[config.mk]
export PLATFORM = sky130hd
export DESIGN_NAME = fifo_drain_master
export DESIGN_NICKNAME = d
export VERILOG_FILES = /design/src/rtl/fifo_pkg.sv /design/src/rtl/fifo_drain_master.sv
export SDC_FILE = /design/constraint.sdc
export NUM_CORES = 1
export LEC_CHECK = 0
export BUFFER_PORTS_ARGS = -buffer_cell sky130_fd_sc_hd__buf_2
export CAP_MARGIN = 20
export CORE_UTILIZATION = 30
export CTS_BUF_LIST = sky130_fd_sc_hd__clkbuf_4 sky130_fd_sc_hd__clkbuf_8
export DETAILED_ROUTE_END_ITERATION = 12
export PLACE_DENSITY = 0.58
export REMOVE_ABC_BUFFERS = 1
export SLEW_MARGIN = 20
export SYNTH_ARGS = -nofsm -noshare
export SYNTH_HDL_FRONTEND = slang
export SYNTH_SLANG_ARGS = --single-unit
[constraint.sdc]
create_clock -name clk -period 3.7 [get_ports clk]
set_input_delay 0.925 -clock clk [delete_from_list [all_inputs] [get_ports clk]]
set_output_delay 0.925 -clock clk [all_outputs]
set_load 0.01 [all_outputs]
[src/rtl/fifo_pkg.sv]
// Shared definitions for fifo_wrapper and its drain master: register map,
// status bit positions and the drain FSM state encoding.
package fifo_pkg;

   // Avalon-MM register map of fifo_wrapper
   localparam logic [1:0] ADDR_STATUS = 2'b00;
   localparam logic [1:0] ADDR_READ   = 2'b01;
   localparam logic [1:0] ADDR_WRITE  = 2'b10;

   // Bit positions inside the STATUS word
   localparam int STAT_FULL  = 1;
   localparam int STAT_EMPTY = 0;

   // Drain master states
   typedef enum logic [2:0] {
      IDLE,
      CHECK,
      READ,
      WAIT,
      HOLD
   } state_t;

endpackage

[src/rtl/fifo_drain_master.sv]
// Avalon-MM master that empties fifo_wrapper one word at a time and hands
// each word to a valid/ready stream. At most one word is in flight.
//
// Stream handshake: out_valid rises with out_data already stable, both stay
// unchanged until the edge where out_valid && out_ready (the transfer edge);
// out_ready while out_valid is low has no effect.
module fifo_drain_master
   import fifo_pkg::*;
#(
   parameter int WIDTH        = 8,
   parameter int READ_LATENCY = 1,   // 1..3
   parameter int CNT_WIDTH    = 16
) (
   input  logic                 clk,
   input  logic                 reset,
   input  logic                 enable,
   output logic [1:0]           avalon_address,
   output logic                 avalon_read,
   output logic                 avalon_write,
   output logic [WIDTH-1:0]     avalon_writedata,
   input  logic [WIDTH-1:0]     avalon_readdata,
   input  logic [1:0]           avalon_status,
   output logic [WIDTH-1:0]     out_data,
   output logic                 out_valid,
   input  logic                 out_ready,
   output logic [CNT_WIDTH-1:0] drained_count,
   output logic                 full_seen,
   input  logic                 full_seen_clr,
   output state_t               dbg_state
);

   // Counter reload: WAIT lasts READ_LATENCY cycles in total
   localparam logic [1:0] LAT_LOAD = 2'(READ_LATENCY - 1);

   state_t     state_q;
   state_t     state_d;
   logic [1:0] lat_q;
   logic       xfer;
   logic       capture;

   assign xfer    = out_valid && out_ready;
   assign capture = (state_q == WAIT) && (lat_q == 2'd0);

   // This master never writes the wrapper
   assign avalon_write     = 1'b0;
   assign avalon_writedata = '0;
   assign dbg_state        = state_q;

   // Next-state logic; enable only matters in IDLE and CHECK so an issued read always completes
   always_comb begin
      state_d = state_q;
      case (state_q)
         IDLE:  if (enable) state_d = CHECK;
         CHECK: begin
            if (!enable)
               state_d = IDLE;
            else if (!avalon_status[STAT_EMPTY])
               state_d = READ;
         end
         READ:  state_d = WAIT;
         WAIT:  if (lat_q == 2'd0) state_d = HOLD;
         HOLD:  if (xfer) state_d = enable ? CHECK : IDLE;
         default: state_d = IDLE;
      endcase
   end

   // State register plus bus outputs registered from the next state so the strobe lines up with READ
   always_ff @(posedge clk) begin
      if (!reset) begin
         state_q        <= IDLE;
         avalon_address <= ADDR_STATUS;
         avalon_read    <= 1'b0;
      end else begin
         state_q        <= state_d;
         avalon_read    <= (state_d == READ);
         avalon_address <= (state_d == READ) ? ADDR_READ : ADDR_STATUS;
      end
   end

   // Read latency counter, loaded while the strobe is on the bus and counted down in WAIT
   always_ff @(posedge clk) begin
      if (!reset)
         lat_q <= 2'd0;
      else if (state_q == READ)
         lat_q <= LAT_LOAD;
      else if ((state_q == WAIT) && (lat_q != 2'd0))
         lat_q <= lat_q - 2'd1;
   end

   // Stream output register and delivered-word counter
   always_ff @(posedge clk) begin
      if (!reset) begin
         out_data      <= '0;
         out_valid     <= 1'b0;
         drained_count <= '0;
      end else if (capture) begin
         out_data  <= avalon_readdata;
         out_valid <= 1'b1;
      end else if (xfer) begin
         out_valid     <= 1'b0;
         drained_count <= drained_count + CNT_WIDTH'(1);
      end
   end

   // Sticky full flag; a full sample in the same cycle as a clear keeps it set
   always_ff @(posedge clk) begin
      if (!reset)
         full_seen <= 1'b0;
      else if (avalon_status[STAT_FULL])
         full_seen <= 1'b1;
      else if (full_seen_clr)
         full_seen <= 1'b0;
   end

endmodule

==> reports/qor.yml, run 1 <==
ys_ff_latch: 32
rsz0062_at_grt: "false"
grt_antenna_before_repair: 0
ir_drop_uv: 176
p_int_mw: 0.497
worstPathArrival_ns: 2.32
fin_util: 0.381
required_ns: 3.90
dpl_cell_area_sq_um: 1770
stdcell_area_sq_um: 1850
seq_power_share: 0.549
vias: 1275
power_leakage_nw: 0.806
start_util: 0.319
cp_top_family: "simple AND/OR/NAND/NOR gates"
synth_area_leader_cell: "dfxtp_1"
p_per_area_nw_per_um2: 347
syn_area_per_cell_sq_um: 8.80
fmax_mhz: 472
yosysUniqueCellTypes: 41
synthCells: 176
grt_usage: 0.125
drc_errors: 0
cts_max_level: 2
grt-ovfl-total: 0
yosysMostFrequentCell: "dfxtp_1"
fin_skew_ns: 0.00545
routedWlPerCell_microns: 10.8
dpl_worst_slack_ns: 1.46
die-area_sq_um: 5450
nets: 235
finalHoldViolCount: 0
ff2ff_path_depth: 6
cts_setup_buffers: 0
worstSetupStartpoint: "lat_q[0]"
row_count: 25
clock_latency_ns: 0.28
combPwrFrac: 0.052
clock_path_buffers: 2
postRouteWirelength_microns: 3080
die_h_microns: 73.9
cts_hold_buffers: 0
setup_viol: 0
r2r_slack_ns: 1.58
grt_pass1_vias: 1140
drive_above_1_share: 0.252
setup_ws_ns: 1.58
switching_share: 0.224
cts_tree: "built"
tns_ns: 0
diodes: 0
gp_congestion: 0.676
yosys_warnings: 0
outcome: "finished, final reports clean"
whs_ns: 0.461
hold_class: "flip-flop to flip-flop"
grt_pass1_wl_microns: 5100
power.switching_mw: 0.144
synth_ff_type: "dfxtp_1"
fin_crit_sh: 0.572
maxSlewViolCount: 0
cts_resized: 0
max_slew.worst_pin.slew_ns: 0.591
clock-sinks: 32
slowest_delay_ns: 0.43
crit_path_start_kind: "flip-flop"
cts_buffers: 5
crit_type: "flip-flop to flip-flop"
finalPower_mw: 0.641
synth_area_sq_um: 1550
r2r_start: "lat_q[0]"
ys_seq_area_frac: 0.414
reg2reg_to: "drained_count[10]"
grt_max_degree: 35
fin_crit_ns: 2.12
path_depth: 6
max_slew_margin: 0.604
dp_cells: 278
die_width_microns: 73.9
area_growth_pct: 19.3
netlist.area_leader.share: 0.414
cap_viol_max_count: 0
synthTopCellsByArea: "dfxtp_1 41%, a21boi_0 6.8%, nand2_1 6.3%"
path_buf_inv: 1
yosys-top-cells-count: "32 x dfxtp_1, 26 x nand2_1, 14 x a21boi_0"
dpl.hpwl_microns: 2150
drt_iter0_markers: 50
slowest_stage: "nand4b_1"
vias_per_cell: 4.47
ios: 56
final_cells: 285
power_frac_clock: 0.399
cp_cell_sequence: "inv_1 -> ha_1 -> nand4b_1 -> nand4_1 -> or3_1 -> a21boi_0"
clk_pin_slew_ns: 0.06
cp-end-kind: "flip-flop"
synth_edf_count: 0
ant_nets: 0
root_buffer: "clkbuf_8"
portBuffers: 45
drt-pass1-iter-count: 2
crit_path_end: "drained_count[10]"
critPathMaxFanout: 13
coreArea_sq_um: 4850
synthArstFlopShare: 0
-- state kept, by name (all words and copies together) (netlist names) --
name	count
avalon_read	1
dbg_state	3
drained_count	16
full_seen	1
lat_q	2
out_data	8
out_valid	1
-- worst min-delay path, cell delays in order (launching register included) --
cell and delay (ns):
dfxtp_1 0.31, nand2_1 0.04, a21boi_0 0.06
-- power by group through the flow --
stage          combinational [mW]  sequential, mW  clock (mW)
6_report                   0.0335           0.352       0.256
5_1_grt                    0.0383           0.352       0.282
4_1_cts                    0.0338           0.352       0.265
3_5_place_dp               0.0337           0.359           0
3_3_place_gp               0.0338           0.359           0
2_1_floorplan              0.0151           0.360           0
-- cells by family (layout without fill, tap and decap cells) --
group                    Yosys count  after routing  share of synthesized area
multiplexers                       1              1                    0.00646
adder cells (fa/ha/maj)            2              2                     0.0162
XOR/XNOR                           8              8                     0.0452
AO/OA/AOI/OAI                     31             31                      0.140
AND/OR/NAND/NOR                   76             76                      0.281
buffers and inverters             25             58                     0.0953
other                              1             10                    0.00242
flip-flops                        32             32                      0.414
-- worst min-delay path by stage --
| stage | start | end | slack, ns | depth (start not counted) |
|---|---|---|---|---|
| floorplan | lat_q[1] | lat_q[1] | 0.48 | 2 |
| global placement | out_data[5] | out_data[5] | 0.45 | 2 |
| detailed placement | out_data[1] | out_data[1] | 0.46 | 2 |
| CTS | out_data[1] | out_data[1] | 0.47 | 2 |
| global route | out_data[5] | out_data[5] | 0.49 | 2 |
| finish | out_data[5] | out_data[5] | 0.46 | 2 |
-- per-layer routing --
| layer | global-route usage | routed length, microns | share of wire |
|---|---|---|---|
| met3 | 0.0425 | 171 | 0.055 |
| met5 | 0 | 0 | 0 |
| met1 | 0.163 | 1520 | 0.49 |
| met2 | 0.190 | 1350 | 0.44 |
| met4 | 0.0513 | 41 | 0.013 |
-- placed cells by master (no fill, tap or decap), types with 3 or more instances in the layout --
cell type / Yosys / layout
xor2_1: 4 / 4
conb_1: 1 / 10
clkbuf_8: 0 / 5
a21oi_1: 3 / 3
nand2_1: 26 / 26
dfxtp_1: 32 / 32
nand2b_1: 4 / 4
nor2_1: 4 / 4
nor2b_1: 4 / 4
buf_2: 1 / 45
xnor2_1: 4 / 4
and2_1: 8 / 8
nand3_1: 7 / 7
o21ai_0: 5 / 5
and4_1: 3 / 3
a21boi_0: 14 / 14
inv_1: 6 / 6
nor4_1: 3 / 3
-- layout make-up --
class / instances / area, sq um
fill: 519 / 3000
multi-input combinational: 128 / 795
sequential: 32 / 641
timing repair buffer: 45 / 225
tap: 67 / 83.8
clock buffer: 6 / 76.3
inverter: 6 / 22.5
clock inverter: 1 / 5.00
(Power assumes the default switching activity.)
==> inputs of run 2 (changes only) <==
Settings changed: ABC_AREA set to 1.
Clock period 3.7 ns to 1.95 ns, I/O delays scaled along.
==> reports/qor.yml, run 2 <==
outcome: "finished, final reports clean"
power.switching_mw: 0.305
diodes: 0
gp_congestion: 0.778
ys_seq_area_frac: 0.411
busiest_layer: "met2"
setup_viol: 0
synthArstFlopShare: 0
die_h_microns: 74.1
tns_ns: 0
yosysMostFrequentCell: "nand2_1"
final_cell_mix: "49 x nand2_1, 45 x buf_2, 34 x nor2_1"
synth_ff_type: "dfxtp_1"
cp-end-kind: "flip-flop"
die_width_microns: 74.1
clock_latency_ns: 0.28
drt-pass1-iter-count: 4
grt_pass1_wl_microns: 5310
worstPathArrival_ns: 1.70
crit_path_start_kind: "flip-flop"
synthCells: 221
vias_per_cell: 4.36
netlist.area_leader.share: 0.411
slowest_delay_ns: 0.34
drt_iter0_markers: 24
cp_cell_sequence: "inv_1 -> ha_1 -> nand4_4 -> nand2_4 -> nor2_1 -> nand3_1 -> nand2_1 -> nor2_1"
ant_nets: 0
fmax_mhz: 656
ir_drop_uv: 346
dpl.hpwl_microns: 2310
hold_class: "input port to flip-flop"
dp_cells: 326
vias: 1455
grt_usage: 0.126
grt-ovfl-total: 0
grt_antenna_before_repair: 0
drc_errors: 0
ys_ff_latch: 32
switching_share: 0.223
crit_path_frequent_cell: "nor2_1"
multi_input_area_sq_um: 736
cts_buffers: 5
reg2reg_to: "drained_count[12]"
clk_pin_slew_ns: 0.07
p_per_area_nw_per_um2: 721
critPathMaxFanout: 19
syn_area_per_cell_sq_um: 7.05
postRouteWirelength_microns: 3170
drive_above_1_share: 0.232
seq_power_share: 0.486
mostFrequentLayoutCell: "nand2_1"
grtUsageMet3: 0.0393
ff2ff_path_depth: 8
portBuffers: 45
finalHoldViolCount: 0
slowest_stage: "dfxtp_1"
combPwrFrac: 0.053
seqCellArea_sq_um: 641
maxSlewViolCount: 0
power_leakage_nw: 0.833
ios: 56
grt_max_degree: 27
grt_use_met2: 0.189
synthTopCellsByArea: "dfxtp_1 41%, nand2_1 12%, nor2_1 8.2%"
synth_area_sq_um: 1560
rsz0062_at_grt: "false"
nFillCells: 532
yosys_warnings: 0
final_cells: 334
start_util: 0.321
die-area_sq_um: 5480
yosys-top-cells-count: "49 x nand2_1, 34 x nor2_1, 32 x dfxtp_1"
r2r_slack_ns: 0.43
fin_crit_ns: 1.52
power_frac_clock: 0.461
grt_pass1_vias: 1245
fin_skew_ns: 0.00426
crit_path_end: "drained_count[12]"
area_growth_pct: 22.0
synth_edf_count: 0
synth_area_leader_cell: "dfxtp_1"
cts_resized: 0
root_buffer: "clkbuf_8"
grt_use_met1: 0.167
fin_crit_sh: 0.782
nets: 283
worstSetupStartpoint: "lat_q[0]"
cts_setup_buffers: 0
p_int_mw: 1.06
cts_tree: "built"
routedWlPerCell_microns: 9.48
fin_util: 0.392
crit_type: "flip-flop to flip-flop"
coreArea_sq_um: 4850
row_count: 25
cts_hold_buffers: 0
r2r_start: "lat_q[0]"
largest_register_ffs: 16
cts_max_level: 2
cap_viol_max_count: 0
required_ns: 2.13
yosysUniqueCellTypes: 26
clock-sinks: 32
largest_register: "drained_count"
clock_path_buffers: 2
-- run 2: cell types whose count changed after synthesis, moves of 8 or more --
cell | before | now
nor2_1 | 4 | 34
a21boi_0 | 14 | 0
nand2_1 | 26 | 49
a21oi_1 | 3 | 20
inv_1 | 6 | 26
and2_1 | 8 | 0
-- run 2: critical path, delay by kind of cell (launching register included) --
kind          cells  cell delay (ns)
fa+ha+maj         1             0.23
simple gates      6             0.80
flops             1             0.34
buf+inv           1             0.06
-- run 2: power by group through the flow --
stage | Combinational, mW | Clock [mW] | Sequential, mW
5_1_grt | 0.0845 | 0.683 | 0.667
2_1_floorplan | 0.0374 | 0 | 0.683
3_3_place_gp | 0.0724 | 0 | 0.681
6_report | 0.0728 | 0.631 | 0.666
4_1_cts | 0.0732 | 0.652 | 0.665
3_5_place_dp | 0.0732 | 0 | 0.680
-- run 2: layer usage --
metal | part of all wire | vias up
met5 | 0 | -
met4 | 0.011 | 0
met3 | 0.058 | 4
met2 | 0.43 | 42
met1 | 0.50 | 636
li1 | - | 773
-- run 2: cells by family (layout without fill, tap and decap cells) --
group | Yosys count | count (layout) | share of synthesized area
other | 1 | 10 | 0.00241
AO/OA/AOI/OAI | 37 | 37 | 0.129
flip-flops | 32 | 32 | 0.411
buffers and inverters | 43 | 80 | 0.138
adder cells (fa/ha/maj) | 2 | 2 | 0.0161
AND/OR/NAND/NOR | 106 | 106 | 0.303
-- run 2: area by class of cell --
| cell class | instances | share of cell area |
|---|---|---|
| inverters | 27 | 0.0546 |
| flip-flops and latches | 32 | 0.337 |
| clock inverters | 3 | 0.0224 |
| clock buffers | 5 | 0.0362 |
| repair buffers | 45 | 0.118 |
| multi-input cells | 155 | 0.387 |
| well taps | 67 | 0.0441 |
-- run 2: worst min path at each step --
stage | startpoint | end | slack (ns) | cells after the start
4_1_cts | avalon_status[1] | full_seen | 0.41 | 3
5_1_grt | avalon_status[1] | full_seen | 0.42 | 3
3_3_place_gp | out_data[2] | out_data[2] | 0.43 | 2
6_report | avalon_status[1] | full_seen | 0.41 | 3
3_5_place_dp | out_data[0] | out_data[0] | 0.43 | 2
2_1_floorplan | lat_q[0] | lat_q[0] | 0.44 | 2
-- run 2: per-stage QoR --
| stage | worst slack, ns | power [mW] | instance area, sq um | hold slack [ns] |
|---|---|---|---|---|
| 2_1_floorplan | 0.560 | 0.721 | 1480 | 0.437 |
| 3_3_place_gp | 0.469 | 0.753 | 1790 | 0.430 |
| 3_5_place_dp | 0.426 | 0.754 | 1790 | 0.435 |
| 4_1_cts | 0.412 | 1.39 | 1900 | 0.406 |
| 5_1_grt | 0.208 | 1.43 | 1900 | 0.417 |
| 6_report | 0.426 | 1.37 | 1900 | 0.412 |
==> inputs of run 3 (changes only) <==
Settings changed: PLACE_DENSITY 0.58 to 0.6.
Clock period 1.95 ns to 1.3 ns, I/O delays scaled along.
==> reports/qor.yml, run 3 (same netlist as run 2, synthesis figures left out) <==
finalHoldViolCount: 0
clock-sinks: 32
vias_per_cell: 4.30
clk_pin_slew_ns: 0.07
crit_type: "flip-flop to flip-flop"
ios: 56
p_int_mw: 1.62
fmax_mhz: 790
fin_skew_ns: 0.00751
stdcell_area_sq_um: 2110
grt_max_degree: 19
whs_ns: 0.238
largest_register_ffs: 16
drc_errors: 0
seq_power_share: 0.479
gp_congestion: 0.839
power_frac_clock: 0.466
portBuffers: 45
start_util: 0.321
fin_crit_sh: 0.973
drt-pass1-iter-count: 4
largest_register: "drained_count"
root_buffer: "clkbuf_8"
final_cell_mix: "49 x nand2_1, 45 x buf_2, 30 x nor2_1"
p_per_area_nw_per_um2: 987
ir_drop_uv: 471
cp-end-kind: "flip-flop"
cts_tree: "built"
diodes: 0
setup_viol: 0
mostFrequentLayoutCell: "nand2_1"
crit_path_start_kind: "flip-flop"
power_leakage_nw: 0.937
outcome: "finished, final reports clean"
row_count: 25
grt_antenna_before_repair: 0
die_h_microns: 74.1
hold_class: "input port to flip-flop"
dpl_cell_area_sq_um: 1900
cap_viol_max_count: 0
postRouteWirelength_microns: 3360
worstPathArrival_ns: 1.45
ant_nets: 0
cts_buffers: 5
nets: 301
die_width_microns: 74.1
combPwrFrac: 0.054
dpl.hpwl_microns: 2480
area_growth_pct: 35.5
cts_max_level: 2
cts_hold_buffers: 0
routedWlPerCell_microns: 9.55
required_ns: 1.48
grt-ovfl-total: 0
fin_crit_ns: 1.27
switching_share: 0.221
rsz0062_at_grt: "true"
maxSlewViolCount: 0
grt_pass1_wl_microns: 5750
worstHoldPathCells: 3
coreArea_sq_um: 4850
ff2ff_path_depth: 8
clock_path_buffers: 2
vias: 1512
die-area_sq_um: 5480
power.switching_mw: 0.460
grt_pass1_vias: 1399
clock_latency_ns: 0.29
critPathMaxFanout: 8
grt_usage: 0.137
drt_iter0_markers: 57
drive_above_1_share: 0.344
## run 3: cell types whose count changed in the layout (fill, tap and decap cells not counted), sizes merged
cell,previous run,this run
clkbuf,5,6
clkinvlp,1,0
buf,45,63
## run 3: cell type report
cell class              count  area [sq um]
repair buffers             63           360
inverters                  27           106
clock buffers               6          76.3
well taps                  67          83.8
clock inverters             2          35.0
multi-input cells         155           801
flip-flops and latches     32           648
fillers                   518          2740
## run 3: critical path: stages (launching register included)
cell,delay [ns]
dfxtp_2,0.34
inv_2,0.05
ha_4,0.16
nand4_4,0.09
nand2_8,0.09
nor2_4,0.24
nand3_2,0.08
nand2_1,0.07
nor2_1,0.04
## run 3: metal layers
layer | vias up | track usage | part of all wire
met2 | 45 | 0.222 | 0.46
met4 | 0 | 0.0705 | 0.016
met3 | 6 | 0.0366 | 0.051
met1 | 649 | 0.167 | 0.48
li1 | 812 | - | -
met5 | - | 0 | 0
## run 3: path summary, 6_finish.rpt
path,slack [ns],end,start
hold reg to reg,0.44,out_data[2],out_data[2]
setup / recovery,0.03,drained_count[15],lat_q[0]
hold / removal,0.24,full_seen,avalon_status[1]
setup reg to reg,0.03,drained_count[15],lat_q[0]
## run 3: timing repair
action                     CTS  global route
cloned                       0             0
gates resized for setup     10            14
pin swaps                    6             7
setup endpoints to repair   10            28
setup buffers                2             1
## run 3: per-stage QoR
| step | setup slack, ns | total power, mW | util | TNS, ns | std cells |
|---|---|---|---|---|---|
| after floorplan | -0.0898 | 1.08 | - | -0.383 | 214 |
| after global placement | -0.000612 | 1.13 | 0.392 | -0.000612 | 341 |
| after detailed placement | -0.0708 | 1.13 | 0.392 | -0.404 | 341 |
| after CTS | 0.00240 | 2.12 | 0.423 | 0 | 351 |
| after global routing | -0.0777 | 2.16 | 0.435 | -0.462 | 352 |
| final | 0.0348 | 2.08 | 0.435 | 0 | 352 |
## run 3: power groups by stage
stage	Sequential (mW)	Combinational (mW)	Clock, mW
2_1_floorplan	1.02	0.0561	0
3_5_place_dp	1.02	0.113	0
4_1_cts	0.999	0.114	1.00
3_3_place_gp	1.02	0.111	0
5_1_grt	1.00	0.131	1.03
6_report	0.999	0.113	0.972
